[config.mk]
export PLATFORM = sky130hd
export DESIGN_NAME = multi_mode_buffer_feeder
export DESIGN_NICKNAME = d
export VERILOG_FILES = /design/src/rtl/multi_mode_buffer_feeder.sv
export SDC_FILE = /design/constraint.sdc
export NUM_CORES = 1
export LEC_CHECK = 0
export BUFFER_PORTS_ARGS = -buffer_cell sky130_fd_sc_hd__clkbuf_2
export CORE_ASPECT_RATIO = 0.7
export CORE_MARGIN = 2
export CORE_UTILIZATION = 62
export CTS_CLUSTER_SIZE = 10
export DETAILED_ROUTE_END_ITERATION = 10
export PLACE_DENSITY = 0.91
export SLEW_MARGIN = 10
export SYNTH_ARGS = -nofsm -noshare
export SYNTH_HDL_FRONTEND = slang
export SYNTH_SLANG_ARGS = --single-unit
export TNS_END_PERCENT = 100
[constraint.sdc]
create_clock -name clk -period 6.9 [get_ports clk]
set_input_delay 1.38 -clock clk [delete_from_list [all_inputs] [get_ports clk]]
set_output_delay 1.38 -clock clk [all_outputs]
set_load 0.005 [all_outputs]
[src/rtl/multi_mode_buffer_feeder.sv]
// Edge feeder for one side of the roundabout systolic array: buffers whole edge
// vectors in a small FIFO and replays them with a per-lane diagonal skew.
module multi_mode_buffer_feeder #(
    parameter int DATA_WIDTH  = 8,
    parameter int PE_PER_SIDE = 6,
    parameter int FIFO_DEPTH  = 4
) (
    input  logic                              clk,
    input  logic                              rst_n,
    input  logic                              in_valid,
    output logic                              in_ready,
    input  logic [DATA_WIDTH*PE_PER_SIDE-1:0] in_data,
    input  logic                              in_last,
    input  logic                              reverse_skew,
    output logic [DATA_WIDTH*PE_PER_SIDE-1:0] edge_out,
    output logic [PE_PER_SIDE-1:0]            edge_valid,
    output logic                              busy,
    output logic                              done
);
    localparam int VEC_W = DATA_WIDTH * PE_PER_SIDE;
    localparam int PTR_W = $clog2(FIFO_DEPTH);
    localparam int CNT_W = $clog2(FIFO_DEPTH) + 1;
    localparam int DC_W  = (PE_PER_SIDE > 1) ? $clog2(PE_PER_SIDE) : 1;

    typedef enum logic [1:0] {
        S_IDLE,
        S_STREAM,
        S_DRAIN
    } state_t;

    logic [VEC_W-1:0] r_mem_data [FIFO_DEPTH];
    logic             r_mem_last [FIFO_DEPTH];
    logic [PTR_W-1:0] r_wr_ptr;
    logic [PTR_W-1:0] r_rd_ptr;
    logic [CNT_W-1:0] r_count;

    state_t           r_state;
    state_t           w_state_next;
    logic [DC_W-1:0]  r_drain_cnt;
    logic [DC_W-1:0]  w_drain_cnt_next;
    logic             r_skew_mode;
    logic             w_skew_mode_next;
    logic             r_done;
    logic             w_done_next;

    logic             w_full;
    logic             w_empty;
    logic             w_push;
    logic             w_pop;
    logic [VEC_W-1:0] w_head_data;
    logic             w_head_last;

    assign w_full      = (r_count == CNT_W'(FIFO_DEPTH));
    assign w_empty     = (r_count == '0);
    assign w_push      = in_valid && !w_full;
    assign w_head_data = r_mem_data[r_rd_ptr];
    assign w_head_last = r_mem_last[r_rd_ptr];

    assign in_ready = !w_full;
    assign busy     = (r_state != S_IDLE);
    assign done     = r_done;

    // FIFO storage carries no reset; only the pointers and count define its contents.
    always_ff @(posedge clk) begin
        if (w_push) begin
            r_mem_data[r_wr_ptr] <= in_data;
            r_mem_last[r_wr_ptr] <= in_last;
        end
    end

    always_ff @(posedge clk or negedge rst_n) begin
        if (!rst_n) begin
            r_wr_ptr <= '0;
            r_rd_ptr <= '0;
            r_count  <= '0;
        end else begin
            if (w_push) begin
                r_wr_ptr <= PTR_W'(r_wr_ptr + 1'b1);
            end
            if (w_pop) begin
                r_rd_ptr <= PTR_W'(r_rd_ptr + 1'b1);
            end
            case ({w_push, w_pop})
                2'b10:   r_count <= CNT_W'(r_count + 1'b1);
                2'b01:   r_count <= CNT_W'(r_count - 1'b1);
                default: r_count <= r_count;
            endcase
        end
    end

    always_ff @(posedge clk or negedge rst_n) begin
        if (!rst_n) begin
            r_state     <= S_IDLE;
            r_drain_cnt <= '0;
            r_skew_mode <= 1'b0;
            r_done      <= 1'b0;
        end else begin
            r_state     <= w_state_next;
            r_drain_cnt <= w_drain_cnt_next;
            r_skew_mode <= w_skew_mode_next;
            r_done      <= w_done_next;
        end
    end

    // A popped last vector always enters DRAIN, even when it is the first pop from IDLE.
    always_comb begin
        w_state_next     = r_state;
        w_drain_cnt_next = r_drain_cnt;
        w_skew_mode_next = r_skew_mode;
        w_done_next      = 1'b0;
        w_pop            = 1'b0;
        case (r_state)
            S_IDLE: begin
                if (!w_empty) begin
                    w_pop            = 1'b1;
                    w_skew_mode_next = reverse_skew;
                    w_state_next     = S_STREAM;
                    if (w_head_last) begin
                        w_state_next     = S_DRAIN;
                        w_drain_cnt_next = DC_W'(PE_PER_SIDE - 1);
                    end
                end
            end
            S_STREAM: begin
                if (!w_empty) begin
                    w_pop = 1'b1;
                    if (w_head_last) begin
                        w_state_next     = S_DRAIN;
                        w_drain_cnt_next = DC_W'(PE_PER_SIDE - 1);
                    end
                end
            end
            S_DRAIN: begin
                if (r_drain_cnt == '0) begin
                    w_state_next = S_IDLE;
                    w_done_next  = 1'b1;
                end else begin
                    w_drain_cnt_next = DC_W'(r_drain_cnt - 1'b1);
                end
            end
            default: begin
                w_state_next = S_IDLE;
            end
        endcase
    end

    // Each lane keeps only as many stages as its longer delay needs in either mode.
    genvar gi;
    generate
        for (gi = 0; gi < PE_PER_SIDE; gi++) begin : g_lane
            localparam int D_FWD = gi;
            localparam int D_REV = PE_PER_SIDE - 1 - gi;
            localparam int DEPTH = ((D_FWD > D_REV) ? D_FWD : D_REV) + 1;

            logic [DATA_WIDTH-1:0] r_data [DEPTH];
            logic [DEPTH-1:0]      r_vld;

            always_ff @(posedge clk or negedge rst_n) begin
                if (!rst_n) begin
                    for (int j = 0; j < DEPTH; j++) begin
                        r_data[j] <= '0;
                    end
                    r_vld <= '0;
                end else begin
                    r_data[0] <= w_pop ? w_head_data[gi*DATA_WIDTH +: DATA_WIDTH] : '0;
                    r_vld[0]  <= w_pop;
                    for (int j = 1; j < DEPTH; j++) begin
                        r_data[j] <= r_data[j-1];
                        r_vld[j]  <= r_vld[j-1];
                    end
                end
            end

            assign edge_out[gi*DATA_WIDTH +: DATA_WIDTH] = r_skew_mode ? r_data[D_REV] : r_data[D_FWD];
            assign edge_valid[gi] = r_skew_mode ? r_vld[D_REV] : r_vld[D_FWD];
        end
    endgenerate
endmodule

==> results.cfg, run 1 <==
[pwr]
power.total_w = 0.00798
p_leak_nw = 7.26
ir_drop_v = 0.000322
powerDensity_nw_per_um2 = 462

[worst_setup_path]
worst-path-buf-inv = 2
crit_family = flip-flops
slowest_stage = dfrtp_2
crit_fanout = 33
r2r_slack_ns = 4.19
crit_path_end_kind = primary output
crit_arrival_ns = 2.30
r2r_cells = 9
worst-setup-path-type = reg -> out
cp_cell_sequence = buf_4 > mux2_2 > clkbuf_2
r2r_end = r_count[2]
cp_slowest_stage_delay_ns = 0.73
r2r_start = r_count[0]
start_kind = flip-flop
critPathRequiredTime_ns = 5.52

[global_route]
gr-usage-all-layers_pct = 22.3
antenna_found_initial = 1
overflow = 0
grt_pass1_wl_um = 41600
grt_pass1_vias = 7316
grt_max_degree = 133

[clocking]
cts_max_level = 2
clk_pin_slew_ns = 0.05
root_buffer = clkbuf_16
cts_buffers = 51
cts_setup_buffers = 0
clockBufferDepth = 3
cts.sink_count = 456
cts_tree = done
cts_resized = 0
clock_latency_ns = 0.55
cts_hold_buf = 0

[logic_synthesis]
seq_area_frac_synth_pct = 83.2
syn-cell-area_um2 = 14900
yosys_register_bits = 456
synth_fp_nets = 747
synth_cells = 686
yosys_warnings = 0
avgSynthCellArea_um2 = 21.7
ys_types = 25

[hold_path]
min_path_type = reg -> reg
min-delay-start = g_lane[3].r_data[26]
min_path_cells = 0
min_to = g_lane[3].r_data[18]

[routing]
drtAntennaViolNets = 0
wl_per_cell_um = 22.1
vias_per_cell = 5.46
drt-pass1-iter-count = 4
drt-total-wl_um = 26300
dr_total_vias = 6481
route.detailed.drc = 0
drt_iter0_drc = 355

[final_layout]
final_nets = 894
layout_common_cells = dfrtp_1 (257), edfxtp_1 (196), clkbuf_2 (108)
final_common_cell = dfrtp_1
area_growth_pct = 16.0
postLayoutCoreUtil_pct = 73.1
drive_gt1_share_pct = 32.9

[placement]
hpwl_um = 14600
portBuffers = 109
place_congestion = 0.702
dp_slack_ns = 3.77

[run]
maxCapViolCount = 0

[floorplan]
core_um2 = 23600
row_count = 47
die_height_um = 134
io_pins = 110
die_x_um = 189
start_util_pct = 63.0
dieArea_um2 = 25300

[sta]
setup_viol = 0
clock.fmax_mhz = 272
finalSetupTns_ns = 0
drv_slew = 0
slew-limit-headroom_pct = 29.8
hold_viol_final = 0
period_share_pct = 53.3
finalWorstSetupSlack_ns = 3.22
fin_skew_ns = 0.0164
fin_crit_ns = 3.68
worst_slew_pin_slew_ns = 1.05
rsz0062_at_grt = false

[run_status]
status = complete, no violations
through the flow:
stage | hold slack (ns) | instance area [um2] | cells
floorplan | 0.331 | 14900 | 686
global placement | 0.331 | 15800 | 1098
detailed placement | 0.335 | 15800 | 1098
CTS | 0.342 | 17300 | 1186
global route | 0.346 | 17300 | 1187
finish | 0.341 | 17300 | 1187
how the worst max path moves through the flow:
stage | start | endpoint | cells past startpoint
after global routing | r_skew_mode | edge_out[43] | 3
final | r_skew_mode | edge_valid[2] | 3
after global placement | r_skew_mode | edge_out[11] | 3
after detailed placement | r_skew_mode | edge_out[16] | 3
after floorplan | in_valid | r_mem_data[0][0] | 1
after CTS | r_skew_mode | edge_valid[2] | 3
synthesized netlist by cell type, drive strengths merged:
| cell type | instances | area [um2] |
|---|---|---|
| nand3 | 1 | 5.00 |
| ha | 7 | 87.6 |
| xnor2 | 4 | 35.0 |
| nor2 | 5 | 18.8 |
| mux2i | 3 | 30.0 |
| mux4 | 48 | 1080 |
| and3 | 4 | 25.0 |
| nor3 | 1 | 5.00 |
| nand2 | 3 | 11.3 |
| and2 | 49 | 307 |
| clkbuf | 16 | 60.1 |
| a222oi | 1 | 10.0 |
| o21ai | 2 | 10.0 |
| mux2 | 58 | 653 |
| nand2b | 3 | 18.8 |
| fa | 1 | 20.0 |
| xor2 | 3 | 26.3 |
| or2 | 2 | 15.0 |
| buf | 7 | 35.0 |
| dfrtp | 260 | 6510 |
| nor2b | 2 | 12.5 |
| o22a | 1 | 8.76 |
| inv | 9 | 33.8 |
| edfxtp | 196 | 5890 |
worst register-to-register path, delay by kind of cell (launching register included):
family	cells	cell delay (ns)
xor+xnor	2	0.32
fa+ha+maj	2	0.70
buf+inv	2	0.68
flops	1	0.41
simple gates	3	0.52
logic make-up (layout without fill, tap and decap cells):
group	count (synthesis)	after routing	synth area share, %
XOR/XNOR	7	7	0.411
flip-flops	456	456	83.2
multiplexers	109	109	11.8
other	0	1	0
buffers and inverters	32	214	0.865
adder cells (fa/ha/maj)	8	8	0.722
AND/OR/NAND/NOR	70	70	2.80
AO/OA/AOI/OAI	4	4	0.193
final cells by class:
class,instances,area [um2]
Antenna cell,1,2.50
Clock buffer,86,1410
Clock inverter,2,38.8
Fill cell,1329,6360
Inverter,9,33.8
Multi-Input combinational cell,198,2380
Sequential cell,456,12400
Tap cell,318,398
Timing Repair Buffer,117,616
flip-flops by register name, indices dropped and copies added (netlist names):
signal	cells
r_state	2
done	1
r_skew_mode	1
r_mem_data	192
r_count	3
r_wr_ptr	2
r_rd_ptr	2
r_mem_last	4
g_lane.r_vld	6
g_lane.r_data	240
r_drain_cnt	3
power breakdown:
part	internal (W)	switching (W)
logic	0.000807	0.000728
clock network	0.00141	0.000959
registers	0.00367	0.000414
total	0.00588	0.00210
routing by layer:
metal	vias up	part of all wire, %	routed length [um]	global-route usage (%)
met5	-	0	0	0
met4	0	2.2	567	6.63
met3	53	5.3	1380	4.08
met2	187	51	13400	37.8
met1	3424	42	10900	30.2
li1	2817	-	-	-
No activity file was read; power rests on OpenSTA's default activity.
==> run 2: changes to the inputs <==
--- a/config.mk
+++ b/config.mk
@@ -8,10 +8,10 @@
 export BUFFER_PORTS_ARGS = -buffer_cell sky130_fd_sc_hd__clkbuf_2
 export CORE_ASPECT_RATIO = 0.7
 export CORE_MARGIN = 2
-export CORE_UTILIZATION = 62
+export CORE_UTILIZATION = 59
 export CTS_CLUSTER_SIZE = 10
 export DETAILED_ROUTE_END_ITERATION = 10
-export PLACE_DENSITY = 0.91
+export PLACE_DENSITY = 0.87
 export SLEW_MARGIN = 10
 export SYNTH_ARGS = -nofsm -noshare
 export SYNTH_HDL_FRONTEND = slang
==> constraint.sdc (replaced) <==
create_clock -name clk -period 3.4 [get_ports clk]
set_input_delay 0.68 -clock clk [delete_from_list [all_inputs] [get_ports clk]]
set_output_delay 0.68 -clock clk [all_outputs]
set_load 0.005 [all_outputs]
==> run 2 against run 1 <==
Effect of this change: sequential power grew 100%; sequential cell count stayed put; cell count is 1.2% higher; non-clock buffer count up 5; global-route usage is 0.91 points lower; utilization fell by 2.7 points; worst hold slack worse by 0.24 ns; critical path depth is the same; clock power grew 110%; clock skew is 0.0017 ns lower.
==> results.cfg, run 2 (synthesized netlist as in run 1, its figures left out) <==
[clocking]
cts_buffers = 51
cts_hold_buf = 0
clk_pin_slew_ns = 0.06
cts.sink_count = 456
clockBufferDepth = 3
cts_tree = done
cts_resized = 0
cts_max_level = 2
root_buffer = clkbuf_16
cts_setup_buffers = 0
clock_latency_ns = 0.56

[floorplan]
row_count = 48
start_util_pct = 60.2
dieArea_um2 = 26600
io_pins = 110
die_height_um = 137
die_x_um = 194
core_um2 = 24700

[global_route]
grt_pass1_wl_um = 41600
grt_max_degree = 84
overflow = 0
grt_pass1_vias = 7105
antenna_found_initial = 1
gr-usage-all-layers_pct = 21.3

[run]
maxCapViolCount = 0

[final_layout]
final_nets = 899
largest_register_ffs = 240
final_common_cell = dfrtp_1
area_growth_pct = 16.9
drive_gt1_share_pct = 33.6
layout_common_cells = dfrtp_1 (257), edfxtp_1 (196), clkbuf_2 (108)
largest_registers = g_lane.r_data (240), r_mem_data (192), g_lane.r_vld (6)
top_register = g_lane.r_data

[run_status]
status = complete, no violations

[sta]
finalWorstSetupSlack_ns = 0.325
finalSetupTns_ns = 0
rsz0062_at_grt = false
slew-limit-headroom_pct = 46.8
hold_ws_ns = 0.0966
setup_viol = 0
period_share_pct = 90.4
clock.fmax_mhz = 325
drv_slew = 0
hold_viol_final = 0
fin_crit_ns = 3.07
fin_skew_ns = 0.0146
worst_slew_pin_slew_ns = 0.797

[worst_setup_path]
r2r_slack_ns = 1.19
crit_fanout = 30
path_depth = 3
cp_cell_sequence = buf_4 > mux2_2 > clkbuf_2
crit_family = flip-flops
critPathRequiredTime_ns = 2.72
crit_path_end = edge_out[11]
crit_start = r_skew_mode
worst-path-buf-inv = 2
crit_arrival_ns = 2.39
start_kind = flip-flop
r2r_start = r_rd_ptr[0]
r2r_end = g_lane[1].r_data[32]
worst-setup-path-type = reg -> out
slowest_stage = dfrtp_2
r2r_cells = 3
crit_path_end_kind = primary output
cp_slowest_stage_delay_ns = 0.75

[pwr]
powerDensity_nw_per_um2 = 935
p_leak_nw = 7.32
ir_drop_v = 0.000646

[placement]
hpwl_um = 15400
dp_slack_ns = 0.883
place_congestion = 0.727
portBuffers = 109

[routing]
wl_per_cell_um = 22.3
drtAntennaViolNets = 0
drt_iter0_drc = 377
drt-total-wl_um = 26800
dr_total_vias = 6482
vias_per_cell = 5.40
drt-pass1-iter-count = 5
route.detailed.drc = 0

[hold_path]
min_path_type = in -> async
## run 2: power by group
group          total (W)  internal [W]  switching (W)  leakage (nW)
Sequential       0.00824       0.00744       0.000799          5.15
Clock            0.00486       0.00288        0.00198         0.707
Combinational    0.00318       0.00168        0.00150          1.47
## run 2: how the worst min path moves through the flow
stage	from	to	slack [ns]	cells after the start
3_5_place_dp	g_lane[0].r_data[14]	g_lane[0].r_data[6]	0.33	0
5_1_grt	rst_n	g_lane[0].r_data[12]	0.14	1
3_3_place_gp	g_lane[5].r_data[10]	g_lane[5].r_data[2]	0.33	0
6_report	rst_n	g_lane[0].r_data[12]	0.1	1
2_1_floorplan	g_lane[0].r_data[8]	g_lane[0].r_data[0]	0.33	0
4_1_cts	rst_n	g_lane[0].r_data[12]	0.11	1
## run 2: layout make-up
cell class / count / area [um2]
Inverter: 9 / 33.8
Multi-Input combinational cell: 198 / 2380
Fill cell: 1491 / 7320
Tap cell: 325 / 407
Clock buffer: 88 / 1460
Timing Repair Buffer: 122 / 716
Sequential cell: 456 / 12400
Antenna cell: 1 / 2.50
Clock inverter: 2 / 25.0
## run 2: stage by stage
stage / std cells / total power, W / util [%] / instance area [um2]
2_1_floorplan: 686 / 0.0102 / - / 14900
3_3_place_gp: 1110 / 0.0113 / 64.4 / 15900
3_5_place_dp: 1110 / 0.0115 / 64.4 / 15900
4_1_cts: 1200 / 0.0165 / 70.4 / 17400
5_1_grt: 1200 / 0.0171 / 70.4 / 17400
6_report: 1201 / 0.0163 / 70.4 / 17400
## run 2: layer usage
metal / track usage [%] / vias to the layer above / part of all wire, %
met5: 0 / - / 0
met4: 6.36 / 0 / 2.0
met3: 5.08 / 49 / 5.9
met2: 34.7 / 191 / 49
met1: 29.6 / 3422 / 43
li1: - / 2820 / -
==> run 3: changes to the inputs <==
--- a/config.mk
+++ b/config.mk
@@ -5,6 +5,7 @@
 export SDC_FILE = /design/constraint.sdc
 export NUM_CORES = 1
 export LEC_CHECK = 0
+export ABC_AREA = 1
 export BUFFER_PORTS_ARGS = -buffer_cell sky130_fd_sc_hd__clkbuf_2
 export CORE_ASPECT_RATIO = 0.7
 export CORE_MARGIN = 2
@@ -12,6 +13,7 @@
 export CTS_CLUSTER_SIZE = 10
 export DETAILED_ROUTE_END_ITERATION = 10
 export PLACE_DENSITY = 0.87
+export SETUP_SLACK_MARGIN = 0.15
 export SLEW_MARGIN = 10
 export SYNTH_ARGS = -nofsm -noshare
 export SYNTH_HDL_FRONTEND = slang
==> run 3 against run 2 <==
Effect of this change: global-route usage is 0.93 points higher; power is 0.84% higher; critical endpoint is now edge_out[20]; via count is 24% higher; register-to-register slack hardly changed; highest routed layer is now met5; clock power hardly changed; first-iteration DRC count is 81% higher; maximum frequency is 10% higher; synthesized cell count is 44% higher; combinational power is 9.4% higher; non-clock buffer count is 2 higher; largest cell class unchanged; clock-buffer cell count is 1 higher.
==> results.cfg, run 3 <==
[logic_synthesis]
netlist.area_leader.share_pct = 42.9
synth.most_common_cell = dfrtp_1
synth_compound_area_share_pct = 5.29
ys.flop_type = dfrtp_1
synth_top_family_by_area = simple AND/OR/NAND/NOR gates
ys_types = 24
synth_xor_area_share_pct = 0.231
yosys_warnings = 0
synth_cells = 986
yosys_register_bits = 456
synth_mux_area_share_pct = 3.57
synth_fp_nets = 1047
synth-adder-area-share_pct = 0.710
syn-cell-area_um2 = 15200
synth_common_cells = dfrtp_1 (260), nor2_1 (206), edfxtp_1 (196)
seq_area_frac_synth_pct = 81.8
yosys.area_share.simple_pct = 6.25
synthArstFlopShare_pct = 57.0
synthTopCellsByArea = dfrtp_1 (43%), edfxtp_1 (39%), nor2_1 (5.1%), mux2_2 (3.6%), o21ai_0 (3.1%)
avgSynthCellArea_um2 = 15.4
synth_largest_area_cell = dfrtp_1
synth-edff-count = 196

[floorplan]
start_util_pct = 59.5
die_x_um = 196
dieArea_um2 = 27000
core_um2 = 25400
die_height_um = 138
row_count = 49
io_pins = 110

[clocking]
cts_buffers = 51
cts_resized = 0
cts_max_level = 2
cts_tree = done
clock_latency_ns = 0.55
cts_setup_buffers = 0
clk_pin_slew_ns = 0.05
clockBufferDepth = 3
cts_hold_buf = 0
cts.sink_count = 456
root_buffer = clkbuf_16

[worst_setup_path]
crit_start = r_skew_mode
r2r_slack_ns = 1.19
start_kind = flip-flop
crit_arrival_ns = 2.11
crit_path_end = edge_out[20]
critPathRequiredTime_ns = 2.72
r2r_cells = 5
crit_fanout = 61
worst-setup-path-type = reg -> out
crit_path_end_kind = primary output
r2r_start = r_rd_ptr[0]
r2r_end = g_lane[0].r_data[40]

[placement]
hpwl_um = 15800
place_congestion = 0.760
portBuffers = 109
dp.cells = 1397

[global_route]
grt_pass1_vias = 8249
antenna_found_initial = 2
grt_max_degree = 75
gr-usage-all-layers_pct = 22.3
overflow = 0
grt_pass1_wl_um = 45600

[final_layout]
final_nets = 1180
largest_registers = g_lane.r_data (240), r_mem_data (192), g_lane.r_vld (6)
antenna_cells = 0
layout_common_cells = dfrtp_1 (257), nor2_1 (202), edfxtp_1 (196)
final_cell_count_no_fill = 1486
largest_register_ffs = 240
final_common_cell = dfrtp_1
fill_cells = 1604
area_growth_pct = 15.7
top_register = g_lane.r_data
drive_gt1_share_pct = 20.9

[pwr]
p_int_w = 0.0115
pwr-share-seq_pct = 49.3
share_comb_of_total_power_pct = 21.2
powerDensity_nw_per_um2 = 936
p_leak_nw = 7.50
ir_drop_v = 0.000502
switchingPower_w = 0.00491
p_clk_share_pct = 29.6
switching_share_pct = 29.9

[sta]
setup_viol = 0
slew-limit-headroom_pct = 43.4
hold_viol_final = 0
worst_slew_pin_slew_ns = 0.849
drv_slew = 0
hold_ws_ns = 0.0828
finalSetupTns_ns = 0
rsz0062_at_grt = false
clock.fmax_mhz = 358
period_share_pct = 82.0
fin_crit_ns = 2.79
fin_skew_ns = 0.0105

[routing]
drt_iter0_drc = 683
vias_per_cell = 5.43
drt-met1-wl_um = 12700
dr_total_vias = 8067
route.detailed.drc = 0
wl_per_cell_um = 19.5
drtAntennaViolNets = 0
dr_wl_met2_um = 14000
maxUsedRoutingLayer = met5
wl_met3_um = 1820
drt-total-wl_um = 29000
drt-pass1-iter-count = 5

[run]
maxCapViolCount = 0

[run_status]
status = complete, no violations

[hold_path]
min_path_type = in -> async
==> run 3: cell count changes in the layout (fill, tap and decap cells not counted), sizes merged, moves of 4 or more <==
cell / before / now
mux4: 48 / 0
and2: 49 / 0
nor2: 5 / 207
nand2: 3 / 28
mux2: 58 / 48
o21ai: 2 / 103
nand3: 1 / 11
a21oi: 0 / 55
inv: 10 / 21
and3: 4 / 0
==> run 3: layout make-up <==
class / count / area (um2) / share of cell area [%]
clock buffer: 89 / 1470 / 8.39
inverter: 21 / 81.3 / 0.464
multi-input combinational: 465 / 2460 / 14.0
sequential: 456 / 12400 / 70.7
tap: 331 / 414 / 2.36
timing repair buffer: 124 / 706 / 4.02
==> run 3: logic make-up (layout without fill, tap and decap cells) <==
| family | count (synthesis) | count (layout) |
|---|---|---|
| simple gates | 246 | 246 |
| xor+xnor | 4 | 4 |
| buf+inv | 65 | 234 |
| mux | 48 | 48 |
| fa+ha+maj | 8 | 8 |
| flops | 456 | 456 |
| compound gates | 159 | 159 |
==> run 3: worst max-delay path: stages (launching register included) <==
cell and delay (ns):
dfrtp_4 0.97, mux2_2 0.42, clkbuf_2 0.12
==> run 3: stage by stage <==
step | setup slack, ns | instance area, um2 | power [W] | utilization, %
after floorplan | 0.0939 | 15200 | 0.0102 | -
after global placement | 1.24 | 16100 | 0.0114 | 63.1
after detailed placement | 1.15 | 16100 | 0.0116 | 63.1
after CTS | 0.571 | 17500 | 0.0166 | 68.9
after global routing | 0.521 | 17500 | 0.0173 | 68.9
final | 0.610 | 17500 | 0.0164 | 68.9
==> run 3: per-layer routing <==
metal  vias to the layer above  GRT usage [%]
li1                       3640              -
met1                      4101           31.3
met2                       276           35.4
met3                        48           5.27
met4                         2           6.87
met5                         -              0
==> run 3: power by group through the flow <==
stage               combinational, W  sequential (W)  clock, W
floorplan                    0.00251         0.00773         0
global placement             0.00330         0.00807         0
detailed placement           0.00345         0.00817         0
CTS                          0.00351         0.00812   0.00496
global route                 0.00390         0.00825   0.00517
finish                       0.00348         0.00809   0.00485
==> run 3: how the worst min path moves through the flow <==
stage / endpoint / slack [ns] / depth (start not counted)
6_report: g_lane[0].r_data[0] / 0.08 / 1
5_1_grt: g_lane[0].r_data[0] / 0.10 / 1
4_1_cts: g_lane[0].r_data[23] / 0.09 / 1
3_5_place_dp: g_lane[0].r_data[27] / 0.33 / 0
3_3_place_gp: g_lane[4].r_data[12] / 0.33 / 0
2_1_floorplan: g_lane[0].r_data[0] / 0.33 / 0
